$ cat src/rtl/bus_arb_pkg.sv
// Shared types and default sizing for the shared-bus select arbiter.
// Imported by the arbiter top and its priority-pick helper.
package bus_arb_pkg;

  typedef enum logic {
    IDLE = 1'b0,
    BUSY = 1'b1
  } arb_state_e;

  localparam int DEF_N_REQ    = 3;
  localparam int DEF_MAX_HOLD = 4;

endpackage

$ cat src/rtl/rr_priority_pick.sv
// Combinational round-robin pick: first unmasked request at or above ptr,
// wrapping modulo N_REQ, returned as one-hot, binary index and found flag.
module rr_priority_pick
  import bus_arb_pkg::*;
#(
  parameter int N_REQ = DEF_N_REQ,
  parameter int IDX_W = (N_REQ > 1) ? $clog2(N_REQ) : 1
) (
  input  logic [N_REQ-1:0] req,
  input  logic [IDX_W-1:0] ptr,
  input  logic [N_REQ-1:0] mask,
  output logic [N_REQ-1:0] pick_onehot,
  output logic [IDX_W-1:0] pick_idx,
  output logic             found
);

  logic [N_REQ-1:0] cand;

  genvar gi;
  generate
    for (gi = 0; gi < N_REQ; gi++) begin : g_cand
      assign cand[gi] = req[gi] & ~mask[gi];
    end
  endgenerate

  // Walk outward from ptr; the first candidate met keeps the grant.
  always_comb begin
    int               pos;
    logic [IDX_W-1:0] idx_v;
    pick_onehot = '0;
    pick_idx    = '0;
    found       = 1'b0;
    pos         = 0;
    idx_v       = '0;
    for (int k = 0; k < N_REQ; k++) begin
      pos = int'(ptr) + k;
      if (pos >= N_REQ) pos = pos - N_REQ;
      idx_v = IDX_W'(pos);
      if (!found && cand[idx_v]) begin
        found              = 1'b1;
        pick_idx           = idx_v;
        pick_onehot[idx_v] = 1'b1;
      end
    end
  end

endmodule

$ cat src/rtl/bus_select_arbiter.sv
// Round-robin owner arbiter driving one-hot mux selects for a shared bus.
// Tenures end on release, owner request drop, or a MAX_HOLD-cycle timeout.
module bus_select_arbiter
  import bus_arb_pkg::*;
#(
  parameter int N_REQ    = DEF_N_REQ,
  parameter int MAX_HOLD = DEF_MAX_HOLD,
  parameter int IDX_W    = (N_REQ > 1) ? $clog2(N_REQ) : 1
) (
  input  logic             clk,
  input  logic             rst_n,
  input  logic [N_REQ-1:0] req,
  input  logic             release_i,
  output logic [N_REQ-1:0] sel,
  output logic [IDX_W-1:0] grant_idx,
  output logic             busy,
  output logic             timeout
);

  localparam int               CNT_W    = (MAX_HOLD > 1) ? $clog2(MAX_HOLD) : 1;
  localparam logic [CNT_W-1:0] CNT_LAST = CNT_W'(MAX_HOLD - 1);

  arb_state_e       state_reg, state_next;
  logic [N_REQ-1:0] sel_reg, sel_next;
  logic [IDX_W-1:0] grant_idx_reg, grant_idx_next;
  logic             busy_reg, busy_next;
  logic             timeout_reg, timeout_next;
  logic [CNT_W-1:0] cnt_reg, cnt_next;
  logic [IDX_W-1:0] ptr_reg, ptr_next;

  logic             rel_ev;
  logic             lim_ev;
  logic [IDX_W-1:0] ptr_wrap;
  logic [IDX_W-1:0] pick_ptr;
  logic [N_REQ-1:0] owner_oh;
  logic [N_REQ-1:0] pick_mask;
  logic [N_REQ-1:0] pick_onehot;
  logic [IDX_W-1:0] pick_idx;
  logic             pick_found;

  genvar gi;
  generate
    for (gi = 0; gi < N_REQ; gi++) begin : g_owner
      assign owner_oh[gi] = (grant_idx_reg == IDX_W'(gi));
    end
  endgenerate

  // An owner dropping its request is handled exactly like an explicit release.
  assign rel_ev   = release_i | ~req[grant_idx_reg];
  assign lim_ev   = (cnt_reg == CNT_LAST);
  assign ptr_wrap = (grant_idx_reg == IDX_W'(N_REQ - 1)) ? '0 : grant_idx_reg + 1'b1;

  // While busy the pick already looks ahead with the post-tenure pointer,
  // so a handover costs no idle cycle.
  assign pick_ptr  = (state_reg == BUSY) ? ptr_wrap : ptr_reg;
  assign pick_mask = ((state_reg == BUSY) && rel_ev) ? owner_oh : '0;

  rr_priority_pick #(
    .N_REQ (N_REQ),
    .IDX_W (IDX_W)
  ) u_pick (
    .req         (req),
    .ptr         (pick_ptr),
    .mask        (pick_mask),
    .pick_onehot (pick_onehot),
    .pick_idx    (pick_idx),
    .found       (pick_found)
  );

  always_comb begin
    state_next     = state_reg;
    sel_next       = sel_reg;
    grant_idx_next = grant_idx_reg;
    busy_next      = busy_reg;
    timeout_next   = 1'b0;
    cnt_next       = cnt_reg;
    ptr_next       = ptr_reg;
    case (state_reg)
      IDLE: begin
        if (pick_found) begin
          sel_next       = pick_onehot;
          grant_idx_next = pick_idx;
          busy_next      = 1'b1;
          cnt_next       = '0;
          state_next     = BUSY;
        end else begin
          sel_next  = '0;
          busy_next = 1'b0;
        end
      end
      BUSY: begin
        if (rel_ev || lim_ev) begin
          ptr_next     = ptr_wrap;
          timeout_next = lim_ev & ~rel_ev;
          cnt_next     = '0;
          if (pick_found) begin
            sel_next       = pick_onehot;
            grant_idx_next = pick_idx;
          end else begin
            sel_next   = '0;
            busy_next  = 1'b0;
            state_next = IDLE;
          end
        end else begin
          cnt_next = cnt_reg + 1'b1;
        end
      end
      default: begin
        sel_next   = '0;
        busy_next  = 1'b0;
        state_next = IDLE;
      end
    endcase
  end

  always_ff @(posedge clk or negedge rst_n) begin
    if (!rst_n) begin
      state_reg     <= IDLE;
      sel_reg       <= '0;
      grant_idx_reg <= '0;
      busy_reg      <= 1'b0;
      timeout_reg   <= 1'b0;
      cnt_reg       <= '0;
      ptr_reg       <= '0;
    end else begin
      state_reg     <= state_next;
      sel_reg       <= sel_next;
      grant_idx_reg <= grant_idx_next;
      busy_reg      <= busy_next;
      timeout_reg   <= timeout_next;
      cnt_reg       <= cnt_next;
      ptr_reg       <= ptr_next;
    end
  end

  assign sel       = sel_reg;
  assign grant_idx = grant_idx_reg;
  assign busy      = busy_reg;
  assign timeout   = timeout_reg;

endmodule
$ cat config.mk
export PLATFORM = sky130hd
export DESIGN_NAME = bus_select_arbiter
export DESIGN_NICKNAME = d
export VERILOG_FILES = /design/src/rtl/bus_arb_pkg.sv /design/src/rtl/rr_priority_pick.sv /design/src/rtl/bus_select_arbiter.sv
export SDC_FILE = /design/constraint.sdc
export NUM_CORES = 1
export LEC_CHECK = 0
export CORE_MARGIN = 2
export CORE_UTILIZATION = 29
export CTS_BUF_LIST = sky130_fd_sc_hd__clkbuf_8 sky130_fd_sc_hd__clkbuf_16
export DETAILED_ROUTE_END_ITERATION = 16
export GPL_TIMING_DRIVEN = 0
export PLACE_DENSITY = 0.5
export RECOVER_POWER = 100
export SYNTH_ARGS = -nofsm -noshare
export SYNTH_HDL_FRONTEND = slang
export SYNTH_SLANG_ARGS = --single-unit
$ cat constraint.sdc
create_clock -name clk -period 2.45 [get_ports clk]
set_input_delay 0.49 -clock clk [delete_from_list [all_inputs] [get_ports clk]]
set_output_delay 0.49 -clock clk [all_outputs]
set_load 0.05 [all_outputs]
Yosys cells after proc, flatten, opt, wreduce, memory -nomap -nowiden. Index checks and enable logic that the tools add are counted.

Output and inout bits: 7. Register bits after elaboration: 12. Input bits: 6. Word-level logic and storage cells: 101.

Bitwise gates (word level): 13. Multiplexer cells: 46. $add $sub $neg: 7. Eq/ne operators: 6. Magnitude comparators: 10. Reductions and logical operators: 12.

Operators with widths (number): $mux W2 (12); $mux W3 (6); $mux W1 (16); $lt A2 B3 Y1 const B (4); $bmux W1 S2 (4); $pmux W2 S2 (2); $demux W1 S2 (3); $ge A2 B1 Y1 const B (3); $ge A3 B2 Y1 const B (2); $logic_and A1 B1 Y1 (6); $not A1 Y1 (6); $or A3 B3 Y3 (2); $pmux W3 S2 (1); $add A2 B1 Y2 const B (2); $and A1 B1 Y1 (4); $eq A2 B2 Y1 const B (2); $ne A2 B2 Y1 const B (2); $pmux W1 S2 (2); $reduce_and A2 Y1 (2); $sub A2 B1 Y2 const B (2); $add A2 B1 Y3 const B (1); $add A2 B2 Y3 const B (1); $eq A2 B1 Y1 const B (1); $ge A2 B2 Y1 const B (1); 6 further kinds (7).

Depth between registers and ports, before layout. Gate-level depths: netlist of run 1.

Depth in word-level cells: 20. Gate-level depth with buffers: 11. Depth with buffers taken out: 11.

By module. Synthesis of run 1 repeated with hierarchy kept, for this count alone.

Cell total of the unflattened synthesis: 104. Area total of the unflattened synthesis: 977.2 um^2.

By module, submodules not included: bus_select_arbiter (cells each 58, area an instance 625.6 um^2, seq. area each 300.3 um^2, times used 1); rr_priority_pick (cells each 46, area an instance 351.6 um^2, seq. area each 0.0 um^2, times used 1).

Least setup slack after synthesis of run 1. Ideal clock, no wire load.

Kind: flip-flop to flip-flop. Start: register grant_idx_reg[0] (netlist: grant_idx[0]). End: register sel_reg[0] (netlist: sel[0]). Stages on the path, launching flop included: 10. Data arrival time: 2.444 ns. Slack: -0.122 ns. Library setup time: 0.128 ns. Required time: 2.322 ns. Period minus slack after synthesis: 2.572 ns. Cells stage by stage: dfrtp_1 > inv_1 > nor2_1 > mux2_2 > ha_1 > inv_1 > o211ai_1 > a32o_2 > a222oi_1 > o31ai_1.

Cells in the longest elaborated chain, start to end: 20.

Ends and longest elaborated chain: from (decl) (RTL line bus_select_arbiter.sv:25) `logic [IDX_W-1:0] grant_idx_reg, grant_idx_next;`; from (signal assigned) (RTL line bus_select_arbiter.sv:128) `grant_idx_reg <= grant_idx_next;`; branches (longest 20 deep; another with $add A2 B1 Y3); to (signal assigned) (RTL line bus_select_arbiter.sv:127) `sel_reg <= sel_next;`; to (decl) (RTL line bus_select_arbiter.sv:24) `logic [N_REQ-1:0] sel_reg, sel_next;`.

Parallel ways; which one is timed is not known. The select of a mux whose other input is x is not followed. A chain may end at the register's enable or synchronous reset.

Worst setup path after layout of run 1.
Start: input port release_i. End: register grant_idx_reg[1] (netlist: grant_idx[1]).

Cells in the longest elaborated chain, start to end: 17.

Ends and longest elaborated chain: from (decl) (RTL line bus_select_arbiter.sv:13) `input logic release_i,`; $or A1 B1 Y1 (*) (RTL line bus_select_arbiter.sv:49) `assign rel_ev = release_i | ~req[grant_idx_reg];`; $logic_and A1 B1 Y1 (RTL line bus_select_arbiter.sv:56) `assign pick_mask = ((state_reg == BUSY) && rel_ev) ? owner_oh : '0;`; $mux W3 (RTL line bus_select_arbiter.sv:56); $not A1 Y1 (RTL line rr_priority_pick.sv:22) `assign cand[gi] = req[gi] & ~mask[gi];`; $and A1 B1 Y1 (RTL line rr_priority_pick.sv:22); $bmux W1 S2 (RTL line rr_priority_pick.sv:39) `if (!found && cand[idx_v]) begin`; $mux W1 (implied by the code) (RTL line rr_priority_pick.sv:39); $mux W1 (RTL line rr_priority_pick.sv:39); $logic_not A1 Y1 (RTL line rr_priority_pick.sv:39); $logic_and A1 B1 Y1 (RTL line rr_priority_pick.sv:39); $mux W1 (RTL line rr_priority_pick.sv:39); $logic_not A1 Y1 (RTL line rr_priority_pick.sv:39); $logic_and A1 B1 Y1 (RTL line rr_priority_pick.sv:39); $mux W2 / $mux W1 (equally long branches) (RTL line rr_priority_pick.sv:39); $mux W2 (RTL line bus_select_arbiter.sv:80, bus_select_arbiter.sv:96); $mux W2 (RTL line bus_select_arbiter.sv:92) `if (rel_ev || lim_ev) begin`; $pmux W2 S2 (RTL line bus_select_arbiter.sv:78) `case (state_reg)`.

Every way passes the cells marked *; elsewhere a longest branch is shown, timed or not. The select of a mux whose other input is x is not followed.

==> results of run 1 <==
-- routing by layer --
| metal | GRT usage [%] | vias up | wire length [µm] |
|---|---|---|---|
| li1 | - | 375 | - |
| met3 | 1.98 | 7 | 77 |
| met4 | 8.44 | 0 | 63 |
| met1 | 16.7 | 383 | 966 |
| met5 | 0 | - | 0 |
| met2 | 19.5 | 20 | 953 |
-- layout make-up --
cell class | instances | area [µm²] | share of cell area [%]
inverter | 7 | 26.3 | 2.33
buffer | 2 | 12.5 | 1.11
multi-input combinational | 66 | 564 | 50.0
clock buffer | 3 | 41.3 | 3.66
tap | 31 | 38.8 | 3.44
sequential | 12 | 303 | 26.8
timing repair buffer | 15 | 143 | 12.6
-- worst register-to-register path, delay by kind of cell (launching register included) --
family | cells | cell delay (ns)
mux | 1 | 0.40
compound gates | 5 | 1.00
fa+ha+maj | 1 | 0.18
flops | 1 | 0.32
simple gates | 1 | 0.17
buf+inv | 1 | 0.19
-- metrics by stage --
step	utilization (%)	TNS, ns	total power [µW]	area, µm²
after global placement	36.7	-0.375	1420	1030
after detailed placement	36.7	-0.407	1420	1030
after CTS	38.7	0	1670	1090
after global routing	40.2	-0.0121	1870	1130
final	40.2	0	1750	1130
after floorplan	-	0	1170	871
-- where the power goes --
| part | switching (µW) | internal, µW |
|---|---|---|
| registers | 50.6 | 276 |
| logic | 711 | 537 |
| clock network | 67.4 | 108 |
-- layout by cell type (no fill, tap or decap), types with 3 or more instances in the layout --
cell and instances:
o21ai_1 3, clkbuf_8 3, dlygate4sd3_1 7, inv_1 4, mux2_2 3, dfrtp_1 10, clkdlybuf4s50_1 5, nand3_1 4
inv_2 3, nand2_1 6, ha_1 3, buf_4 3, nor2_1 4, a32oi_1 3
-- cell families after synthesis --
kind of cell,synth area share [%]
fa+ha+maj,7.20
compound gates,27.7
buf+inv,4.47
flops,34.6
simple gates,18.7
mux,7.35
-- what timing repair did --
item,4_1_cts,5_1_grt
endpoints found under the setup margin,8,9
resized for setup,1,8
pin swaps,0,2
setup buffers,2,1
-- worst paths after layout --
path / from / end / slack (ns) / cells past startpoint
hold reg to reg: sel[1] / sel[1] / 0.47 / 1
setup reg to reg: state_reg / grant_idx[1] / 0.08 / 9
hold / removal: sel[1] / sel[1] / 0.47 / 1
max in group asynchronous: rst_n / grant_idx[0] / 1.38 / 1
min in group asynchronous: rst_n / sel[1] / 0.67 / 1
setup / recovery: release_i / grant_idx[1] / 0.08 / 7
==> reports/summary.txt, run 1 <==
GLOBAL ROUTE
--------------------------------------------------------------------------------------------------
Via count of the first global-routing pass                                                     760
Global Route Usage Sum                                                                       12.8%
Total congestion overflow after global routing                                                   0
Initial antenna violation count                                                                  0
Maximum number of pins on one net before global-route repair                                    13
First-pass GRT wire length                                                                 3.38 mm

STA
--------------------------------------------------------------------------------------------------
Clock skew after layout                                                                 0.00206 ns
Clock period minus final worst setup slack                                                 2.37 ns
Hold violation count in the final report                                                         0
Final worst path period share                                                                96.7%
Slew Limit Fails                                                                                 0
Worst max-slew margin expressed relative to the limit                                        63.6%
Unrepaired setup endpoints after global routing                                                yes
Min Hold Slack                                                                            0.473 ns
Final worst-path setup slack                                                             0.0820 ns
Maximum achievable frequency                                                               422 MHz
Pin slew with the least headroom to its limit                                             0.544 ns
Number of setup violations in the final report                                                   0

DRT
--------------------------------------------------------------------------------------------------
Post-route DRC violation count                                                                   1
Post-Route WL                                                                              2.06 mm
DR pass1 iterations                                                                             10
Detailed Route Iter0 Violations                                                                 29
Post-DRT Antenna Nets                                                                            0
Total number of vias                                                                           785
Post-DR wirelength/cell                                                                    15.2 µm
Via-per-instance ratio                                                                        5.77

FINAL LAYOUT
--------------------------------------------------------------------------------------------------
Count of non-filler cells in the finished layout                                               136
Fraction of layout instances using a drive strength above 1                                  27.6%
Antenna cells                                                                                    0
Area grow syn2layout                                                                         30.0%
Nets                                                                                           118
Flip-flop count of the largest register after layout                                             3
Count of fill cells added during filler insertion                                              296

SYNTH
--------------------------------------------------------------------------------------------------
Number of enable flip-flop cells after synthesis                                                 0
Flip-flop and latch count after synthesis                                                       12
Most instantiated cells after synthesis                                               dfrtp_1, inv_1, nand2_1
Mapped Nets                                                                                     98
Synth unique cells                                                                              41
Area fraction of the dominant cell type after synthesis                                      34.6%
Post-Synthesis Cell Area                                                                   868 µm²
Register area share after synthesis                                                          34.6%
Share of synthesized flip-flops with an asynchronous set or reset                             100%
Library cell with the highest instance count after synthesis                               dfrtp_1
Area leader, netlist                                                                       dfrtp_1
Synthesis Warnings                                                                               0
Dominant register cell in the synthesized netlist                                          dfrtp_1
Mapped Cells                                                                                    87
Avg Inst Size Synth                                                                       9.98 µm²
Cell types occupying the most area after synthesis                                    dfrtp_1, ha_1, mux2_2

CTS
--------------------------------------------------------------------------------------------------
H-tree depth reported by CTS                                                                     1
Num CTS Buffers                                                                                  3
Clock latency reported for the late side of the worst-skew pair                            0.24 ns
Cell chosen for the clock root                                                            clkbuf_8
Cts hold-fix bufs                                                                                0
Longest Clk Path Bufs                                                                            2
Clock transition time at the flip-flop clock pins of the worst setup and hold paths        0.05 ns
Clock tree sinks                                                                                12
Clock tree from TritonCTS                                                                    built

WORST HOLD PATH
--------------------------------------------------------------------------------------------------
Type of the worst min-delay path                                                        reg -> reg

WORST SETUP PATH
--------------------------------------------------------------------------------------------------
Worst path slowest cell                                                               clkdlybuf4s50_1
Largest stage delay, worst path                                                            0.63 ns
Family with the most delay on the worst path                                          compound AO/OA/AOI/OAI gates
Ordered list of cells on the worst path                                               clkdlybuf4s50_1, nand4b_2, a32oi_1, a31oi_1, o32ai_2, a21oi_1, o41ai_2
Crit path capture type                                                                    register
Type of the worst setup path                                                             in -> reg
Startpoint types                                                                        input port
Worst Path Required                                                                        2.58 ns
Critical path peak fanout                                                                        7
Buffer and inverter count on the worst path                                                      1
Arrival @ worst endpoint                                                                   2.50 ns

FLOORPLANNING
--------------------------------------------------------------------------------------------------
Die Ht                                                                                     58.7 µm
Initial Utilization                                                                          31.0%
DIE AREA                                                                               0.00345 mm²
Core region area                                                                       0.00281 mm²
Site Rows                                                                                       19
I/O pin cnt                                                                                     13
Die Wd                                                                                     58.7 µm

RUN
--------------------------------------------------------------------------------------------------
MaxCap Viol Count                                                                                0

POWER
--------------------------------------------------------------------------------------------------
Cell Pwr Density                                                                       1550 mW/mm²
VDD IR max                                                                              0.000486 V
Static leakage                                                                         0.000480 µW

PLACEMENT
--------------------------------------------------------------------------------------------------
Total placed cells including tap cells                                                         130
Pre-CTS setup slack                                                                      -0.106 ns
Gpl congestion                                                                               0.862
Estimated wirelength of the detail-placed design                                           1.51 mm
Count of port buffers added during placement                                                    12

OUTCOME
--------------------------------------------------------------------------------------------------
Failing checks                                                                                 DRC
Result of the run                                                                     finished with violations

Power figures use the tool's default switching activity.
==> inputs of run 2 (changes only) <==
--- a/config.mk
+++ b/config.mk
@@ -12,6 +12,7 @@
 export GPL_TIMING_DRIVEN = 0
 export PLACE_DENSITY = 0.5
 export RECOVER_POWER = 100
+export SLEW_MARGIN = 5
 export SYNTH_ARGS = -nofsm -noshare
 export SYNTH_HDL_FRONTEND = slang
 export SYNTH_SLANG_ARGS = --single-unit
==> constraint.sdc (replaced) <==
create_clock -name clk -period 2.45 [get_ports clk]
set_input_delay 0.49 -clock clk [delete_from_list [all_inputs] [get_ports clk]]
set_output_delay 0.49 -clock clk [all_outputs]
set_load 0.005 [all_outputs]
==> reports/summary.txt, run 2 (synthesized netlist as in run 1, its figures left out) <==
OUTCOME
--------------------------------------------------------------------------------------------------
Result of the run                                                                     finished with violations
Failing checks                                                                                 DRC

FLOORPLANNING
--------------------------------------------------------------------------------------------------
Site Rows                                                                                       19   unchanged
I/O pin cnt                                                                                     13   unchanged
Die Wd                                                                                     58.7 µm   unchanged
Core region area                                                                       0.00281 mm²   unchanged
Initial Utilization                                                                          31.0%   unchanged
Die Ht                                                                                     58.7 µm   unchanged
DIE AREA                                                                               0.00345 mm²   unchanged

DRT
--------------------------------------------------------------------------------------------------
Via-per-instance ratio                                                                        5.62   -2.6%
Detailed Route Iter0 Violations                                                                 16   -45%
Total number of vias                                                                           759   -3.3%
Post-Route WL                                                                              1.99 mm   -3.6%
DR pass1 iterations                                                                             10   unchanged
Post-DRT Antenna Nets                                                                            0   unchanged
Post-route DRC violation count                                                                   1   unchanged
Post-DR wirelength/cell                                                                    14.7 µm   -2.9%

FINAL LAYOUT
--------------------------------------------------------------------------------------------------
Post-layout util                                                                             39.7%   -0.58 points
Cell area after layout                                                                 0.00111 mm²   -1.4%
Flip-flop count of the largest register after layout                                             3   unchanged
Area grow syn2layout                                                                         28.1%
Area of all sequential standard cells                                                      303 µm²   unchanged
Multi-input combinational cell area                                                        556 µm²   -1.6%
Leading cell type in the layout, fill and taps excluded                                    dfrtp_1
Commonest non-fill, non-tap cells in the layout                                       dfrtp_1, nand2_1, dlygate4sd3_1
Antenna cells                                                                                    0   unchanged
Nets                                                                                           117   -0.85%
Fraction of layout instances using a drive strength above 1                                  25.0%   -2.6 points
Count of fill cells added during filler insertion                                              288   -2.7%

CTS
--------------------------------------------------------------------------------------------------
Clock transition time at the flip-flop clock pins of the worst setup and hold paths        0.05 ns   about the same
H-tree depth reported by CTS                                                                     1   unchanged
Longest Clk Path Bufs                                                                            2   unchanged
Num CTS Buffers                                                                                  3   unchanged
Cell chosen for the clock root                                                            clkbuf_8
Clock latency reported for the late side of the worst-skew pair                            0.23 ns   about the same
Clock tree sinks                                                                                12   unchanged
Clock tree from TritonCTS                                                                    built

STA
--------------------------------------------------------------------------------------------------
Unrepaired setup endpoints after global routing                                                 no
Hold violation count in the final report                                                         0   unchanged
Worst max-slew margin expressed relative to the limit                                        63.6%   about the same
Min Hold Slack                                                                            0.468 ns   -0.00496 ns
Clock period minus final worst setup slack                                                 2.30 ns   -0.0707 ns
Final worst path period share                                                                93.8%   -2.9 points
Pin slew with the least headroom to its limit                                             0.544 ns   -0.000505 ns
Maximum achievable frequency                                                               435 MHz   +3.1%
Number of setup violations in the final report                                                   0   unchanged
Clock skew after layout                                                                0.000474 ns   -0.00159 ns
Slew Limit Fails                                                                                 0   unchanged

GLOBAL ROUTE
--------------------------------------------------------------------------------------------------
Initial antenna violation count                                                                  0   unchanged
Via count of the first global-routing pass                                                     750   -1.3%
Total congestion overflow after global routing                                                   0   unchanged
Most used routing layer in global routing                                                     met2
Maximum number of pins on one net before global-route repair                                    13   unchanged
First-pass GRT wire length                                                                 3.35 mm   -0.83%
Global Route Usage Sum                                                                       12.7%   -0.14 points
Met2 demand-to-capacity share in global routing                                              18.9%   -0.63 points
Met1 GRT Util                                                                                17.5%   +0.82 points
Grt met3 use                                                                                 1.32%   -0.66 points

PLACEMENT
--------------------------------------------------------------------------------------------------
Gpl congestion                                                                               0.848   -1.7%
Count of port buffers added during placement                                                    12   unchanged
Cell area after placement                                                              0.00103 mm²   -0.24%
Estimated wirelength of the detail-placed design                                           1.45 mm   -4.3%

WORST HOLD PATH
--------------------------------------------------------------------------------------------------
Number of instances on the worst hold path                                                       1   unchanged
Type of the worst min-delay path                                                        reg -> reg
Hold path startpoint                                                                        sel[1]

WORST SETUP PATH
--------------------------------------------------------------------------------------------------
Worst Path Required                                                                        2.58 ns   about the same
R2r startpoint                                                                        grant_idx[0]
Critical Path Source                                                                  grant_idx[0]
Arrival @ worst endpoint                                                                   2.43 ns   -0.07 ns
Critical path peak fanout                                                                        7   unchanged
Startpoint types                                                                          register
Crit path capture type                                                                    register
Type of the worst setup path                                                            reg -> reg
Number of cells on the worst reg-to-reg path                                                    10   +1

POWER
--------------------------------------------------------------------------------------------------
Static leakage                                                                         0.000475 µW   -1.0%
Overall power                                                                              1590 µW   -9.3%
Cell Pwr Density                                                                       1430 mW/mm²   -7.9%
VDD IR max                                                                              0.000597 V   +23%

RUN
--------------------------------------------------------------------------------------------------
MaxCap Viol Count                                                                                0   unchanged

[run 2: changes by cell type in the layout (fill, tap and decap cells not counted), sizes merged]
cell,change
buf,-1
[run 2: repair_timing]
item	in CTS	in global routing
pin swaps	0	1
buffers inserted	2	0
endpoints found under the setup margin	8	9
resized for setup	2	8
hold buffers	0	0
[run 2: path summary, 6_finish.rpt]
check / end / slack (ns)
min in group asynchronous: sel[1] / 0.68
worst min-delay path: sel[1] / 0.47
worst max register to register: grant_idx[1] / 0.15
max in group asynchronous: grant_idx[0] / 1.38
worst max-delay path: grant_idx[1] / 0.15
worst min register to register: sel[1] / 0.47
[run 2: layer usage]
metal,vias up,wire (µm)
met1,362,955
met4,0,42
met5,-,0
li1,371,-
met3,5,82
met2,21,905
[run 2: final cells by class]
| type | count | area share [%] |
|---|---|---|
| clock buffer | 3 | 3.71 |
| timing repair buffer | 14 | 12.1 |
| multi-input combinational | 66 | 49.9 |
| sequential | 12 | 27.2 |
| inverter | 7 | 2.36 |
| tap | 31 | 3.49 |
| buffer | 2 | 1.12 |
[run 2: metrics by stage]
| stage | TNS [ns] | cells | setup slack [ns] |
|---|---|---|---|
| final | 0 | 135 | 0.153 |
| after global routing | 0 | 135 | 0.00134 |
| after CTS | 0 | 135 | 0.0206 |
| after detailed placement | -0.547 | 130 | -0.115 |
| after global placement | -0.594 | 130 | -0.139 |
| after floorplan | 0 | 87 | 0.142 |
[run 2: where the power goes]
group	internal, µW	switching [µW]
Clock	107	62.6
Sequential	276	50.1
Combinational	522	570
Total	906	682
[run 2: critical path: stages (launching register included)]
cell      delay, ns
dfrtp_2        0.45
inv_2          0.09
nor2_1         0.05
mux2_2         0.31
ha_4           0.31
inv_2          0.05
o211ai_1       0.21
a31oi_1        0.13
o32ai_2        0.26
a21oi_1        0.10
o41ai_2        0.21
==> inputs of run 3 (changes only) <==
--- a/config.mk
+++ b/config.mk
@@ -12,7 +12,7 @@
 export GPL_TIMING_DRIVEN = 0
 export PLACE_DENSITY = 0.5
 export RECOVER_POWER = 100
-export SLEW_MARGIN = 5
+export SLEW_MARGIN = 15
 export SYNTH_ARGS = -nofsm -noshare
 export SYNTH_HDL_FRONTEND = slang
 export SYNTH_SLANG_ARGS = --single-unit
==> constraint.sdc (replaced) <==
create_clock -name clk -period 2.45 [get_ports clk]
set_input_delay 0.49 -clock clk [delete_from_list [all_inputs] [get_ports clk]]
set_output_delay 0.49 -clock clk [all_outputs]
set_load 0.02 [all_outputs]
==> reports/summary.txt, run 3 (synthesized netlist as in run 1, its figures left out) <==
OUTCOME
--------------------------------------------------------------------------------------------------
Result of the run                                                                     finished with violations
Failing checks                                                                                 DRC

STA
--------------------------------------------------------------------------------------------------
Final worst path period share                                                                93.8%   about the same
Slew Limit Fails                                                                                 0   unchanged
Number of setup violations in the final report                                                   0   unchanged
Clock skew after layout                                                                0.000474 ns   unchanged
Maximum achievable frequency                                                               435 MHz   about the same
Worst max-slew margin expressed relative to the limit                                        63.6%   unchanged
Hold violation count in the final report                                                         0   unchanged
Pin slew with the least headroom to its limit                                             0.544 ns   unchanged
Clock period minus final worst setup slack                                                 2.30 ns   -0.000227 ns

POWER
--------------------------------------------------------------------------------------------------
Cell Pwr Density                                                                       1460 mW/mm²   +2.4%
Static leakage                                                                         0.000480 µW   +0.95%
Overall power                                                                              1630 µW   +2.4%
VDD IR max                                                                              0.000601 V   +0.59%

PLACEMENT
--------------------------------------------------------------------------------------------------
Estimated wirelength of the detail-placed design                                           1.45 mm   unchanged
Gpl congestion                                                                               0.848   unchanged
Count of port buffers added during placement                                                    12   unchanged

CTS
--------------------------------------------------------------------------------------------------
Cell chosen for the clock root                                                            clkbuf_8
Num CTS Buffers                                                                                  3   unchanged
Clock transition time at the flip-flop clock pins of the worst setup and hold paths        0.05 ns   about the same
Clock latency reported for the late side of the worst-skew pair                            0.23 ns   about the same
Longest Clk Path Bufs                                                                            2   unchanged
Clock tree sinks                                                                                12   unchanged
H-tree depth reported by CTS                                                                     1   unchanged
Clock tree from TritonCTS                                                                    built
Cts hold-fix bufs                                                                                0   unchanged

GLOBAL ROUTE
--------------------------------------------------------------------------------------------------
Met2 demand-to-capacity share in global routing                                              18.9%   unchanged
Global Route Usage Sum                                                                       12.7%   unchanged
Initial antenna violation count                                                                  0   unchanged
First-pass GRT wire length                                                                 3.35 mm   unchanged
Via count of the first global-routing pass                                                     750   unchanged
Total congestion overflow after global routing                                                   0   unchanged
Maximum number of pins on one net before global-route repair                                    13   unchanged
Met1 GRT Util                                                                                17.5%   unchanged
Grt met3 use                                                                                 1.32%   unchanged
Most used routing layer in global routing                                                     met2

FINAL LAYOUT
--------------------------------------------------------------------------------------------------
Flip-flop count of the largest register after layout                                             3   unchanged
Area grow syn2layout                                                                         28.1%   unchanged
Fraction of layout instances using a drive strength above 1                                  25.0%   unchanged
Nets                                                                                           117   unchanged
Count of fill cells added during filler insertion                                              288   unchanged
Leading cell type in the layout, fill and taps excluded                                    dfrtp_1
Commonest non-fill, non-tap cells in the layout                                       dfrtp_1, dlygate4sd3_1, nand2_1
Post-layout util                                                                             39.7%   unchanged
Antenna cells                                                                                    0   unchanged

WORST SETUP PATH
--------------------------------------------------------------------------------------------------
Startpoint types                                                                          register
Crit path capture type                                                                    register
Arrival @ worst endpoint                                                                   2.43 ns   about the same
Worst Path Required                                                                        2.58 ns   about the same
Critical path peak fanout                                                                        7   unchanged
Type of the worst setup path                                                            reg -> reg

FLOORPLANNING
--------------------------------------------------------------------------------------------------
Initial Utilization                                                                          31.0%   unchanged
Die Wd                                                                                     58.7 µm   unchanged
Core region area                                                                       0.00281 mm²   unchanged
I/O pin cnt                                                                                     13   unchanged
Site Rows                                                                                       19   unchanged
Die Ht                                                                                     58.7 µm   unchanged
DIE AREA                                                                               0.00345 mm²   unchanged

DRT
--------------------------------------------------------------------------------------------------
Post-DR wirelength/cell                                                                    14.7 µm   +0.10%
Detailed Route Iter0 Violations                                                                 16   unchanged
Post-DRT Antenna Nets                                                                            0   unchanged
Post-route DRC violation count                                                                   1   unchanged
DR pass1 iterations                                                                             10   unchanged
Via-per-instance ratio                                                                        5.64   +0.26%
Total number of vias                                                                           761   +0.26%
Post-Route WL                                                                              1.99 mm   +0.10%

WORST HOLD PATH
--------------------------------------------------------------------------------------------------
Type of the worst min-delay path                                                        reg -> reg

RUN
--------------------------------------------------------------------------------------------------
MaxCap Viol Count                                                                                0   unchanged

## run 3: cell count changes in the layout (fill, tap and decap cells not counted), sizes merged
cell	previous run	this run
clkdlybuf4s50	5	3
dlygate4sd3	7	9
## run 3: final timing paths
path | from | endpoint | slack (ns) | cells past startpoint
max | grant_idx[0] | grant_idx[1] | 0.15 | 10
min | sel[1] | sel[1] | 0.47 | 1
max reg2reg | grant_idx[0] | grant_idx[1] | 0.15 | 10
min reg2reg | sel[1] | sel[1] | 0.47 | 1
max in group asynchronous | rst_n | grant_idx[0] | 1.38 | 1
min in group asynchronous | rst_n | sel[1] | 0.68 | 1
## run 3: per-layer routing
layer / up-vias / part of all wire (%)
li1: 371 / -
met1: 364 / 48
met2: 21 / 45
met3: 5 / 4.1
met4: 0 / 2.1
met5: - / 0
## run 3: repair_timing
item	CTS	global route
setup buffers	2	0
resized for setup	2	8
gates cloned	0	0
pin swaps	0	1
setup endpoints to repair	8	9
## run 3: power breakdown
group	internal (µW)	switching (µW)	total [µW]
logic	519	611	1130
registers	276	49.7	326
clock network	107	62.6	170
total	903	724	1630
## run 3: area by class of cell
type | instances | area, µm² | share of cell area (%)
well taps | 31 | 38.8 | 3.49
plain buffers | 2 | 12.5 | 1.12
multi-input cells | 66 | 556 | 49.9
inverters | 7 | 26.3 | 2.36
repair buffers | 14 | 135 | 12.1
flip-flops and latches | 12 | 303 | 27.2
clock buffers | 3 | 41.3 | 3.71
## run 3: worst max-delay path, stage by stage (launching register included)
cell      delay [ns]
dfrtp_2         0.45
inv_2           0.09
nor2_1          0.05
mux2_2          0.31
ha_4            0.31
inv_2           0.05
o211ai_1        0.21
a31oi_1         0.13
o32ai_2         0.26
a21oi_1         0.10
o41ai_2         0.21
## run 3: stage by stage
step | std cells | cell area (µm²) | hold slack [ns] | TNS (ns) | setup WS (ns)
after global routing | 135 | 1110 | 0.496 | -0.0000435 | -0.0000435
after CTS | 135 | 1080 | 0.480 | 0 | 0.0206
after detailed placement | 130 | 1030 | 0.470 | -0.547 | -0.115
final | 135 | 1110 | 0.468 | 0 | 0.153
after global placement | 130 | 1030 | 0.463 | -0.594 | -0.139
after floorplan | 87 | 868 | 0.194 | 0 | 0.0498
